## src/rtl/fetch_pkg.sv

```systemverilog
// Shared types and constants for the instruction prefetch unit.
// Optional statistics counters are enabled with the FETCH_STATS_EN macro.
package fetch_pkg;
   localparam int          WORD_W  = 32;
   localparam logic [31:0] PC_INC  = 32'd4;
   localparam int          ENTRY_W = 2 * WORD_W;

   typedef enum logic [1:0] {
      IDLE    = 2'd0,
      REQ     = 2'd1,
      DISCARD = 2'd2
   } fetch_state_t;

   // One buffered instruction together with the address it came from
   typedef struct packed {
      logic [WORD_W-1:0] pc;
      logic [WORD_W-1:0] instr;
   } fetch_entry_t;

   function automatic logic [WORD_W-1:0] align_word(input logic [WORD_W-1:0] addr);
      return {addr[WORD_W-1:2], 2'b00};
   endfunction
endpackage

```

## src/rtl/instr_prefetch_unit_if.sv

```systemverilog
// Memory-side and processor-side signals of the prefetch unit.
// FETCH_STATS_EN adds the fetch/discard counter outputs.
interface instr_prefetch_unit_if;
   logic        oMemReq;
   logic [31:0] oMemAddr;
   logic        iMemAck;
   logic [31:0] iMemData;
   logic        iRead;
   logic        oValid;
   logic [31:0] oInstr;
   logic [31:0] oInstrPC;
   logic        iRedirect;
   logic [31:0] iRedirectPC;
`ifdef FETCH_STATS_EN
   logic [15:0] oFetchCount;
   logic [15:0] oDiscardCount;
`endif

   modport master (
      output oMemReq, oMemAddr, oValid, oInstr, oInstrPC,
      input  iMemAck, iMemData, iRead, iRedirect, iRedirectPC
`ifdef FETCH_STATS_EN
      , output oFetchCount, oDiscardCount
`endif
   );

   modport slave (
      input  oMemReq, oMemAddr, oValid, oInstr, oInstrPC,
      output iMemAck, iMemData, iRead, iRedirect, iRedirectPC
`ifdef FETCH_STATS_EN
      , input oFetchCount, oDiscardCount
`endif
   );
endinterface

```

## src/rtl/fetch_fifo.sv

```systemverilog
// DEPTH-entry instruction buffer with a registered head entry.
// The parent never pushes when full and only pops when non-empty; flush wins.
module fetch_fifo
   import fetch_pkg::*;
#(
   parameter int DEPTH = 4
) (
   input  logic                       iClk,
   input  logic                       iRst,
   input  logic                       push,
   input  fetch_entry_t               push_data,
   input  logic                       pop,
   input  logic                       flush,
   output logic [$clog2(DEPTH):0]     count,
   output fetch_entry_t               head
);
   localparam int PTR_W = $clog2(DEPTH);
   localparam int CNT_W = PTR_W + 1;

   fetch_entry_t       mem [DEPTH];
   logic [PTR_W-1:0]   rd_ptr_reg, wr_ptr_reg, rd_ptr_inc;
   logic [CNT_W-1:0]   count_reg, count_next;
   fetch_entry_t       head_reg, head_next;

   assign rd_ptr_inc = rd_ptr_reg + PTR_W'(1);

   // Storage write; no reset so it can map onto plain RAM
   always_ff @(posedge iClk) begin
      if (push && !flush) begin
         mem[wr_ptr_reg] <= push_data;
      end
   end

   // Next count and next head: the head register always mirrors mem[rd_ptr]
   always_comb begin
      count_next = count_reg;
      head_next  = head_reg;
      if (flush) begin
         count_next = '0;
      end else begin
         count_next = count_reg + CNT_W'(push) - CNT_W'(pop);
         if (pop) begin
            if (count_reg > CNT_W'(1)) begin
               head_next = mem[rd_ptr_inc];
            end else if (push) begin
               head_next = push_data;
            end
         end else if (push && count_reg == '0) begin
            head_next = push_data;
         end
      end
   end

   // Pointer, count and head registers
   always_ff @(posedge iClk or posedge iRst) begin
      if (iRst) begin
         rd_ptr_reg <= '0;
         wr_ptr_reg <= '0;
         count_reg  <= '0;
         head_reg   <= '0;
      end else begin
         count_reg <= count_next;
         head_reg  <= head_next;
         if (flush) begin
            rd_ptr_reg <= '0;
            wr_ptr_reg <= '0;
         end else begin
            if (pop)  rd_ptr_reg <= rd_ptr_inc;
            if (push) wr_ptr_reg <= wr_ptr_reg + PTR_W'(1);
         end
      end
   end

   assign count = count_reg;
   assign head  = head_reg;
endmodule

```

## src/rtl/instr_prefetch_unit.sv

```systemverilog
// Sequential instruction prefetcher: fetch FSM, fetch PC and a fetch_fifo.
// Define FETCH_STATS_EN to add saturating fetch/discard counters.
module instr_prefetch_unit
   import fetch_pkg::*;
#(
   parameter int          DEPTH    = 4,
   parameter logic [31:0] RESET_PC = 32'h0000_0000
) (
   input  logic                  iClk,
   input  logic                  iRst,
   instr_prefetch_unit_if.master bus
);
   localparam int CNT_W = $clog2(DEPTH) + 1;

   fetch_state_t      state_reg, state_next;
   logic [31:0]       fetch_pc_reg, fetch_pc_next;
   logic [31:0]       discard_addr_reg;
   logic              mem_req;
   logic [31:0]       mem_addr;
   logic              fifo_push, fifo_pop;
   logic [CNT_W-1:0]  fifo_count, count_after;
   fetch_entry_t      fifo_head, push_entry;

   // A redirect beats both a coincident ack write and a processor pop
   assign fifo_push  = (state_reg == REQ) && bus.iMemAck && !bus.iRedirect;
   assign fifo_pop   = bus.iRead && (fifo_count != '0) && !bus.iRedirect;
   assign push_entry = '{pc: fetch_pc_reg, instr: bus.iMemData};

   fetch_fifo #(.DEPTH(DEPTH)) u_fifo (
      .iClk      (iClk),
      .iRst      (iRst),
      .push      (fifo_push),
      .push_data (push_entry),
      .pop       (fifo_pop),
      .flush     (bus.iRedirect),
      .count     (fifo_count),
      .head      (fifo_head)
   );

   // Next-state, next fetch PC and memory request outputs
   always_comb begin
      state_next    = state_reg;
      fetch_pc_next = fetch_pc_reg;
      mem_req       = 1'b0;
      mem_addr      = fetch_pc_reg;
      count_after   = fifo_count + CNT_W'(fifo_push) - CNT_W'(fifo_pop);
      unique case (state_reg)
         IDLE: begin
            if (bus.iRedirect) begin
               fetch_pc_next = align_word(bus.iRedirectPC);
            end else if (fifo_count < CNT_W'(DEPTH)) begin
               state_next = REQ;
            end
         end
         REQ: begin
            mem_req = 1'b1;
            if (bus.iRedirect) begin
               fetch_pc_next = align_word(bus.iRedirectPC);
               // Coincident ack is simply dropped; otherwise wait out the old fetch
               state_next    = bus.iMemAck ? REQ : DISCARD;
            end else if (bus.iMemAck) begin
               fetch_pc_next = fetch_pc_reg + PC_INC;
               if (count_after >= CNT_W'(DEPTH)) state_next = IDLE;
            end
         end
         DISCARD: begin
            mem_req  = 1'b1;
            mem_addr = discard_addr_reg;
            if (bus.iRedirect) fetch_pc_next = align_word(bus.iRedirectPC);
            // Buffer was flushed on entry, so there is always room to restart
            if (bus.iMemAck) state_next = REQ;
         end
         default: state_next = IDLE;
      endcase
   end

   // State, fetch PC and the address of an abandoned in-flight fetch
   always_ff @(posedge iClk or posedge iRst) begin
      if (iRst) begin
         state_reg        <= IDLE;
         fetch_pc_reg     <= RESET_PC;
         discard_addr_reg <= '0;
      end else begin
         state_reg    <= state_next;
         fetch_pc_reg <= fetch_pc_next;
         if (state_reg == REQ && bus.iRedirect && !bus.iMemAck) begin
            discard_addr_reg <= fetch_pc_reg;
         end
      end
   end

   assign bus.oMemReq  = mem_req;
   assign bus.oMemAddr = mem_addr;
   assign bus.oValid   = (fifo_count != '0);
   assign bus.oInstr   = fifo_head.instr;
   assign bus.oInstrPC = fifo_head.pc;

`ifdef FETCH_STATS_EN
   logic        drop_ack;
   logic [15:0] fetch_count_reg, discard_count_reg;

   assign drop_ack = bus.iMemAck &&
                     ((state_reg == REQ && bus.iRedirect) || state_reg == DISCARD);

   // Saturating counts of written and dropped acks
   always_ff @(posedge iClk or posedge iRst) begin
      if (iRst) begin
         fetch_count_reg   <= '0;
         discard_count_reg <= '0;
      end else begin
         if (fifo_push && fetch_count_reg != 16'hFFFF) begin
            fetch_count_reg <= fetch_count_reg + 16'd1;
         end
         if (drop_ack && discard_count_reg != 16'hFFFF) begin
            discard_count_reg <= discard_count_reg + 16'd1;
         end
      end
   end

   assign bus.oFetchCount   = fetch_count_reg;
   assign bus.oDiscardCount = discard_count_reg;
`endif
endmodule
```

## src/flat_wrapper.sv

```systemverilog
// flat-port wrapper written by rule: the top's interface ports become plain ports
module instr_prefetch_unit_flat import fetch_pkg::*;
#(
   parameter int          DEPTH    = 4,
   parameter logic [31:0] RESET_PC = 32'h0000_0000
)
  (iClk, iRst, bus_oMemReq, bus_oMemAddr, bus_oValid, bus_oInstr, bus_oInstrPC, bus_iMemAck, bus_iMemData, bus_iRead, bus_iRedirect, bus_iRedirectPC);
  instr_prefetch_unit_if bus_i ();
  input  logic iClk;
  input  logic iRst;
  output wire logic [$bits(bus_i.oMemReq)-1:0] bus_oMemReq;
  output wire logic [$bits(bus_i.oMemAddr)-1:0] bus_oMemAddr;
  output wire logic [$bits(bus_i.oValid)-1:0] bus_oValid;
  output wire logic [$bits(bus_i.oInstr)-1:0] bus_oInstr;
  output wire logic [$bits(bus_i.oInstrPC)-1:0] bus_oInstrPC;
  input wire logic [$bits(bus_i.iMemAck)-1:0] bus_iMemAck;
  input wire logic [$bits(bus_i.iMemData)-1:0] bus_iMemData;
  input wire logic [$bits(bus_i.iRead)-1:0] bus_iRead;
  input wire logic [$bits(bus_i.iRedirect)-1:0] bus_iRedirect;
  input wire logic [$bits(bus_i.iRedirectPC)-1:0] bus_iRedirectPC;
  assign bus_oMemReq = bus_i.oMemReq;
  assign bus_oMemAddr = bus_i.oMemAddr;
  assign bus_oValid = bus_i.oValid;
  assign bus_oInstr = bus_i.oInstr;
  assign bus_oInstrPC = bus_i.oInstrPC;
  assign bus_i.iMemAck = bus_iMemAck;
  assign bus_i.iMemData = bus_iMemData;
  assign bus_i.iRead = bus_iRead;
  assign bus_i.iRedirect = bus_iRedirect;
  assign bus_i.iRedirectPC = bus_iRedirectPC;
  instr_prefetch_unit #(.DEPTH(DEPTH), .RESET_PC(RESET_PC)) u_core (.iClk(iClk), .iRst(iRst), .bus(bus_i));
endmodule
```

## config.mk

```make
export PLATFORM = sky130hd
export DESIGN_NAME = instr_prefetch_unit_flat
export DESIGN_NICKNAME = d
export VERILOG_FILES = /design/src/rtl/fetch_pkg.sv /design/src/rtl/instr_prefetch_unit_if.sv /design/src/rtl/fetch_fifo.sv /design/src/rtl/instr_prefetch_unit.sv /design/src/flat_wrapper.sv
export SDC_FILE = /design/constraint.sdc
export NUM_CORES = 1
export LEC_CHECK = 0
export ABC_AREA = 1
export CAP_MARGIN = 20
export CORE_MARGIN = 8
export CORE_UTILIZATION = 40
export DETAILED_ROUTE_END_ITERATION = 6
export REMOVE_ABC_BUFFERS = 1
export SYNTH_ARGS = -nofsm -noshare
export SYNTH_HDL_FRONTEND = slang
export SYNTH_SLANG_ARGS = --single-unit
```

## constraint.sdc

```tcl
create_clock -name iClk -period 5 [get_ports iClk]
set_input_delay 0.75 -clock iClk [delete_from_list [all_inputs] [get_ports iClk]]
set_output_delay 0.75 -clock iClk [all_outputs]
set_load 0.01 [all_outputs]
```

==> flow_summary.json, run 1 <==
{
  "status": "complete, no violations",
  "dp_cells": 2215,
  "setup_viol": 0,
  "cp_slowest_cell": "clkdlybuf4s50_1",
  "mostFrequentLayoutCells": "nand2_1, edfxtp_1, nand3_1",
  "p_total_w": 0.01131,
  "stdcell_count": 2291,
  "cap_violations": 0,
  "numCtsBuffers": 42,
  "cts_tree": "built",
  "ys_types": 32,
  "whs_ns": 0.4740,
  "path_clk_slew_ns": 0.06,
  "rsz0062_at_grt": "false",
  "io_pins": 167,
  "crit_arrival_ns": 2.83,
  "dpl_cell_area_mm2": 0.01846,
  "core.rowCount": 74,
  "h-tree-depth": 2,
  "cts_hold_buf": 0,
  "startpoint_type": "flop",
  "vias": 11760,
  "pwr_density_cell_mw_per_mm2": 571.8,
  "yosysSeqAreaShare": 0.6579,
  "path_delay_family": "buffers and inverters",
  "max_stage_delay_ns": 0.61,
  "drtPass1Iterations": 6,
  "worst_r2r_path_depth": 15,
  "yosys-top-cells-area": "edfxtp_1, dfrtp_1, nand2_1",
  "clk_path_buf_depth": 3,
  "final_area_mm2": 0.01978,
  "hold_depth": 2,
  "worst-path-buf-inv": 3,
  "n_antenna_cell": 0,
  "fin_crit_sh": 0.7162,
  "die_y_um": 217.9,
  "hold_class": "reg -> reg",
  "tns_ns": 0,
  "die_width_um": 217.9,
  "vias_per_cell": 5.132,
  "grt_max_degree": 95,
  "skew_ns": 0.02709,
  "wl_per_cell_um": 19.32,
  "crit_cells": 6,
  "postSynthCellCount": 1583,
  "num-fill-cells": 3756,
  "postCtsSetupRepairBufs": 0,
  "cp_max_fo": 34,
  "p_leak_nw": 7.865,
  "core_mm2": 0.04055,
  "gp_congestion": 0.9032,
  "clkSinkCount": 379,
  "port_buffers": 160,
  "ant_nets": 0,
  "timing_hold_violations_final": 0,
  "antenna_found_initial": 0,
  "min_period_ns": 3.581,
  "layout_commonest_cell": "nand2_1",
  "totalWireLength_um": 44270,
  "layout.nets": 1810,
  "cp_data_required_time_ns": 4.25,
  "grt_pass1_vias": 11830,
  "synth.cell_area_mm2": 0.01630,
  "ys_ff_latch": 379,
  "avgSynthCellArea_um2": 10.30,
  "yosysWarnings": 0,
  "slew_headroom": 0.3525,
  "hpwl_um": 26760,
  "grt.total_usage": 0.1835,
  "globalRouteOverflowTotal": 0,
  "dieArea_mm2": 0.04747,
  "largest_reg_flops": 248,
  "clkLatencyLatePin_ns": 0.54,
  "clock-root-buffer": "clkbuf_16",
  "drv_slew": 0,
  "start_util": 0.4020,
  "area_growth_pct": 21.32,
  "path_class": "reg -> out",
  "grt_first_pass_wirelength_um": 68550,
  "route.detailed.drc": 0,
  "synth_top_cell_by_area": "edfxtp_1",
  "endpoint_kind": "primary output",
  "drive_gt1_frac": 0.07561,
  "synth.top_cell.area_share": 0.4568,
  "path_cells": "inv_1, ha_2, buf_4, nand2_1, o21ai_0, clkdlybuf4s50_1",
  "vdd_drop_max_v": 0.0002818,
  "drt_iter0_drc": 783,
  "tightest_slew_ns": 0.9713,
  "ctsResizeCount": 0,
  "fmax_ghz": 0.2793
}
## synthesized netlist by cell type, drive strengths merged
master,number
a21oi,10
inv,71
a31oi,1
or2,33
a22oi,63
dfrtp,131
o21a,1
and2,4
o32ai,1
nand3,165
nand4,1
o21ai,89
nand2,530
a22o,25
conb,1
buf,28
nor3,2
o31ai,1
o22ai,5
nor2,99
fa,1
xor2,4
xnor2,1
clkbuf,56
ha,12
edfxtp,248
## path summary, 6_finish.rpt
kind | startpoint | end | slack (ns)
worst max-delay path | u_core.state_reg[0]$_DFFE_PP0P_ | bus_oMemAddr[22] | 1.42
worst min-delay path | u_core.u_fifo.head[14]$_DFFE_PP0P_ | u_core.u_fifo.head[14]$_DFFE_PP0P_ | 0.47
worst max register to register | u_core.state_reg[1]$_DFFE_PP0P_ | u_core.state_reg[1]$_DFFE_PP0P_ | 1.98
worst min register to register | u_core.u_fifo.head[14]$_DFFE_PP0P_ | u_core.u_fifo.head[14]$_DFFE_PP0P_ | 0.47
max in group asynchronous | iRst | u_core.u_fifo.head[57]$_DFFE_PP0P_ | 3.23
min in group asynchronous | iRst | u_core.u_fifo.head[31]$_DFFE_PP0P_ | 0.76
## worst register-to-register path: stages (launching register included)
cell	delay, ns
dfrtp_1	0.41
inv_1	0.11
ha_1	0.22
nand2_1	0.14
nor2_2	0.17
inv_1	0.21
ha_1	0.33
inv_1	0.06
ha_1	0.13
inv_1	0.04
fa_1	0.37
xnor2_1	0.24
nand3_1	0.10
and2_1	0.22
nand3_1	0.07
o21ai_0	0.08
## metrics by stage
stage,setup WS [ns],utilization
CTS,1.372,0.4872
global placement,1.152,0.4553
finish,1.419,0.4877
global route,1.234,0.4877
floorplan,0.7523,-
detailed placement,1.096,0.4553
## per-layer routing
metal / global-route usage / routed length [um] / part of all wire
met3: 0.03578 / 2653 / 0.060
met5: 0 / 0 / 0
met4: 0.04433 / 827 / 0.019
met2: 0.3016 / 20730 / 0.47
met1: 0.2484 / 20060 / 0.45
## area by class of cell
class                   instances  area, um2  area share
multi-input cells            1052       4992      0.2524
inverters                      71      271.5     0.01373
clock inverters                18      145.1    0.007339
repair buffers                182       1829     0.09249
well taps                     532      665.6     0.03366
clock buffers                  57       1149     0.05808
flip-flops and latches        379      10730      0.5423
## power by group
group	leakage, nW	switching [W]	internal (W)
Combinational	3.38	0.00224	0.00149
Sequential	3.85	0.000505	0.00412
Clock	0.629	0.00124	0.00171
Total	7.86	0.00398	0.00732
## cells by family (layout without fill, tap and decap cells)
logic type                 count (synthesis)  in the layout  share of synthesized area
xor gates and xnor gates                   5              5                   0.002686
other                                      1              4                  0.0002300
and+or+nand+nor                          834            834                     0.2119
DFF                                      379            379                     0.6579
AOI/OAI and AO/OA                        196            196                    0.07729
adders and majority gates                 13             13                    0.01044
buffers and inverters                    155            328                    0.03953
No activity file was read; power rests on OpenSTA's default activity.
==> run 2, diff against run 1 <==
- clock period: 5 -> 3 ns (I/O delays scaled with it)
==> flow_summary.json, run 2 (synthesis gave the netlist of run 1 again) <==
{
  "layout.nets": 1834,
  "h-tree-depth": 2,
  "wl_met3_um": 2906,
  "pwr_density_cell_mw_per_mm2": 940.9,
  "io_pins": 167,
  "drv_slew": 0,
  "timing_hold_violations_final": 0,
  "mostFrequentLayoutCells": "nand2_1, edfxtp_1, nand3_1",
  "r2r_start": "u_core.state_reg[1]$_DFFE_PP0P_",
  "multi_input_area_mm2": 0.005002,
  "wl_per_cell_um": 19.17,
  "cp_slowest_cell": "clkdlybuf4s50_1",
  "hpwl_um": 28110,
  "cap_violations": 0,
  "drt_iter0_drc": 906,
  "vdd_drop_max_v": 0.0004789,
  "antenna_found_initial": 0,
  "dp_cells": 2239,
  "grt.total_usage": 0.1850,
  "slew_headroom": 0.6363,
  "port_buffers": 160,
  "cts_tree": "built",
  "path_class": "reg -> out",
  "grt_pass1_vias": 11860,
  "cp-startpoint": "u_core.state_reg[0]$_DFFE_PP0P_",
  "route.detailed.drc": 0,
  "clkLatencyLatePin_ns": 0.53,
  "crit_arrival_ns": 2.38,
  "drive_gt1_frac": 0.08908,
  "r2r_end": "u_core.state_reg[1]$_DFFE_PP0P_",
  "path_cells": "inv_1, ha_4, buf_12, nand2_1, o21ai_0, clkdlybuf4s50_1",
  "dieArea_mm2": 0.04747,
  "seqCellArea_mm2": 0.01073,
  "num-fill-cells": 3718,
  "rsz0062_at_grt": "false",
  "min_period_ns": 2.834,
  "die_width_um": 217.9,
  "grt_first_pass_wirelength_um": 68950,
  "totalWireLength_um": 44430,
  "p_leak_nw": 8.059,
  "layout_commonest_cell": "nand2_1",
  "largest_reg_flops": 248,
  "clk_path_buf_depth": 3,
  "skew_ns": 0.01579,
  "cp_data_required_time_ns": 2.55,
  "stdcell_count": 2317,
  "core.rowCount": 74,
  "clock-root-buffer": "clkbuf_16",
  "grt_max_degree": 63,
  "wl_met2_um": 20980,
  "worst_r2r_path_depth": 15,
  "fmax_ghz": 0.3528,
  "path_clk_slew_ns": 0.06,
  "tightest_slew_ns": 0.5443,
  "startpoint_type": "flop",
  "max_stage_delay_ns": 0.58,
  "core_mm2": 0.04055,
  "top_layer_used": "met4",
  "setup_viol": 0,
  "ant_nets": 0,
  "globalRouteOverflowTotal": 0,
  "gp_congestion": 0.8636,
  "status": "complete, no violations",
  "hold_class": "in -> async",
  "n_antenna_cell": 0,
  "wl_met1_um": 19720,
  "vias_per_cell": 5.120,
  "clkSinkCount": 379,
  "final_util": 0.4981,
  "fin_crit_sh": 0.9447,
  "drtPass1Iterations": 7,
  "r2r_slack_ns": 0.33,
  "start_util": 0.4020,
  "dpl_cell_area_mm2": 0.01888,
  "vias": 11860,
  "endpoint_kind": "primary output",
  "die_y_um": 217.9,
  "final_area_mm2": 0.02020,
  "area_growth_pct": 23.90,
  "numCtsBuffers": 42,
  "whs_ns": 0.3216,
  "cp_max_fo": 38
}
## run 2: layout make-up
type / count / area share
Clock buffer: 60 / 0.05990
Clock inverter: 17 / 0.004212
Inverter: 71 / 0.01344
Multi-Input combinational cell: 1052 / 0.2477
Sequential cell: 379 / 0.5310
Tap cell: 532 / 0.03296
Timing Repair Buffer: 206 / 0.1108
## run 2: worst max-delay path by stage
| stage | to | slack, ns | cells past startpoint |
|---|---|---|---|
| after floorplan | u_core.u_fifo.mem[0][0]$_DFFE_PP_ | -1.08 | 6 |
| after global placement | u_core.state_reg[1]$_DFFE_PP0P_ | 0.09 | 14 |
| after detailed placement | u_core.state_reg[1]$_DFFE_PP0P_ | 0.04 | 14 |
| after CTS | bus_oMemAddr[30] | 0.09 | 6 |
| after global routing | bus_oMemAddr[22] | 0.05 | 6 |
| final | bus_oMemAddr[23] | 0.17 | 6 |
## run 2: worst max-delay path: cells and delay by family, from the launching register on
family                     cells  cell delay [ns]
and+or+nand+nor                1             0.07
DFF                            1             0.41
AOI/OAI and AO/OA              1             0.10
adders and majority gates      1             0.31
buffers and inverters          3             0.94
## run 2: per-stage QoR
step | power [W] | setup TNS, ns | worst slack, ns
after floorplan | 0.01098 | -417.71 | -1.082
after global placement | 0.01417 | 0 | 0.08655
after detailed placement | 0.01430 | 0 | 0.03955
after CTS | 0.01918 | 0 | 0.09452
after global routing | 0.02021 | 0 | 0.04516
final | 0.01900 | 0 | 0.1659
## run 2: repair_timing
action / in CTS / in global routing
cloned: 0 / 0
endpoints found under the setup margin: 18 / 3
hold buffers: 0 / 0
setup buffers: 0 / 1
resized for setup: 1 / 0
## run 2: where the power goes
| group | switching (W) | leakage, nW | total [W] | internal [W] |
|---|---|---|---|---|
| logic | 0.00380 | 3.57 | 0.00648 | 0.00267 |
| clock network | 0.00201 | 0.637 | 0.00481 | 0.00280 |
| registers | 0.000847 | 3.85 | 0.00772 | 0.00687 |
| total | 0.00666 | 8.06 | 0.0190 | 0.0123 |
## run 2: metal layers
layer  global-route usage  vias to the layer above
met2               0.3054                      374
met5                    0                        -
met3              0.03870                       68
li1                     -                     5727
met4              0.04344                        0
met1               0.2482                     5695
==> run 3, diff against run 2 <==
- CORE_ASPECT_RATIO: not set -> 1.2
==> flow_summary.json, run 3 (synthesis gave the netlist of run 1 again) <==
{
  "h-tree-depth": 2,
  "port_buffers": 160,
  "worst-path-buf-inv": 3,
  "dieArea_mm2": 0.04750,
  "dpl_cell_area_mm2": 0.01867,
  "vias": 11940,
  "globalRouteOverflowTotal": 0,
  "pwr_density_cell_mw_per_mm2": 949.0,
  "final_area_mm2": 0.02001,
  "antenna_found_initial": 0,
  "cap_violations": 0,
  "mostFrequentLayoutCells": "nand2_1, edfxtp_1, nand3_1",
  "ant_nets": 0,
  "largest_reg_flops": 248,
  "drtPass1Iterations": 6,
  "vias_per_cell": 5.161,
  "grt.total_usage": 0.1845,
  "clock-root-buffer": "clkbuf_16",
  "tns_ns": 0,
  "cp_max_fo": 11,
  "drive_gt1_frac": 0.08174,
  "hpwl_um": 26930,
  "fmax_ghz": 0.3598,
  "setup_viol": 0,
  "min_period_ns": 2.780,
  "path_delay_family": "buffers and inverters",
  "start_util": 0.4021,
  "path_cells": "inv_1, ha_4, buf_6, o21ai_0, clkdlybuf4s50_1",
  "vdd_drop_max_v": 0.0005862,
  "gp_congestion": 0.8858,
  "clkSinkCount": 379,
  "max_stage_delay_ns": 0.61,
  "grt_max_degree": 76,
  "fin_crit_sh": 0.9265,
  "skew_ns": 0.01895,
  "route.detailed.drc": 0,
  "layout.nets": 1823,
  "slew_headroom": 0.3665,
  "grt_pass1_vias": 12050,
  "grt_first_pass_wirelength_um": 69490,
  "status": "complete, no violations",
  "final_util": 0.4936,
  "rsz0062_at_grt": "false",
  "tightest_slew_ns": 0.9503,
  "numCtsBuffers": 41,
  "io_pins": 167,
  "core.rowCount": 81,
  "n_antenna_cell": 0,
  "path_class": "reg -> out",
  "crit_arrival_ns": 2.33,
  "path_clk_slew_ns": 0.06,
  "startpoint_type": "flop",
  "core_mm2": 0.04054,
  "cp_slowest_cell": "clkdlybuf4s50_1",
  "totalWireLength_um": 44820,
  "cp_data_required_time_ns": 2.55,
  "layout_commonest_cell": "nand2_1",
  "drv_slew": 0,
  "p_leak_nw": 7.975,
  "die_y_um": 237.1,
  "clkLatencyLatePin_ns": 0.54,
  "cts_tree": "built",
  "wl_per_cell_um": 19.38,
  "drt_iter0_drc": 751,
  "endpoint_kind": "primary output",
  "timing_hold_violations_final": 0,
  "hold_class": "in -> async",
  "area_growth_pct": 22.75,
  "die_width_um": 200.3,
  "clk_path_buf_depth": 3
}
## run 3: cell types whose count changed in the layout (fill, tap and decap cells not counted), sizes merged
cell | previous run | this run
clkinv | 15 | 19
bufinv | 0 | 3
clkbuf | 60 | 52
buf | 46 | 36
## run 3: layout make-up
| class | instances | area [um2] |
|---|---|---|
| Sequential cell | 379 | 10730 |
| Timing Repair Buffer | 196 | 2038 |
| Clock buffer | 52 | 1120 |
| Tap cell | 539 | 674.4 |
| Multi-Input combinational cell | 1052 | 4996 |
| Fill cell | 3727 | 20530 |
| Clock inverter | 24 | 185.2 |
| Inverter | 71 | 271.5 |
## run 3: routing by layer
layer	wire, um	part of all wire	track usage	vias up
met5	0	0	0	-
met4	1146	0.026	0.05491	0
met3	2378	0.053	0.03296	67
met2	22230	0.50	0.3208	317
met1	19060	0.43	0.2331	5850
li1	-	-	-	5704
## run 3: power breakdown
part	total (W)	leakage, nW	switching [W]	internal, W
Combinational	0.00636	3.49	0.00376	0.00260
Clock	0.00491	0.637	0.00202	0.00289
Sequential	0.00772	3.85	0.000850	0.00687
Total	0.0190	7.98	0.00663	0.0124
## run 3: worst reg2reg max path, stage by stage (launching register included)
cell and delay [ns]:
dfrtp_1 0.43, inv_1 0.12, ha_1 0.21, nand2_1 0.10, nor2_2 0.11, inv_1 0.07
ha_1 0.27, inv_1 0.07, ha_1 0.15, inv_1 0.05, fa_1 0.37, xnor2_1 0.22
nand3_1 0.09, and2_1 0.21, nor2_1 0.10, a21oi_1 0.05
## run 3: path summary, 6_finish.rpt
kind | start | to | slack (ns) | cells past startpoint
max | u_core.state_reg[0]$_DFFE_PP0P_ | bus_oMemAddr[2] | 0.22 | 5
min | iRst | u_core.u_fifo.head[11]$_DFFE_PP0P_ | 0.36 | 2
max reg2reg | u_core.state_reg[1]$_DFFE_PP0P_ | u_core.state_reg[0]$_DFFE_PP0P_ | 0.27 | 15
min reg2reg | u_core.u_fifo.head[0]$_DFFE_PP0P_ | u_core.u_fifo.head[0]$_DFFE_PP0P_ | 0.47 | 2
max in group asynchronous | iRst | u_core.u_fifo.head[5]$_DFFE_PP0P_ | 1.99 | 3
min in group iClk | u_core.u_fifo.head[0]$_DFFE_PP0P_ | u_core.u_fifo.head[0]$_DFFE_PP0P_ | 0.47 | 2
## run 3: stage by stage
stage / cells / hold slack [ns] / setup slack [ns] / power, W
after global routing: 2313 / 0.3897 / 0.01994 / 0.02018
after floorplan: 1502 / 0.4529 / -1.082 / 0.01098
after detailed placement: 2234 / 0.4647 / 0.07333 / 0.01421
final: 2313 / 0.3592 / 0.2205 / 0.01899
after CTS: 2310 / 0.3636 / 0.04400 / 0.01918
after global placement: 2234 / 0.4613 / 0.09803 / 0.01409
## run 3: repair_timing
action / CTS / global route
setup buffers: 0 / 3
pin swaps: 0 / 0
hold buffers: 0 / 0
setup endpoints to repair: 21 / 11
gates cloned: 0 / 0
gates resized for setup: 1 / 0
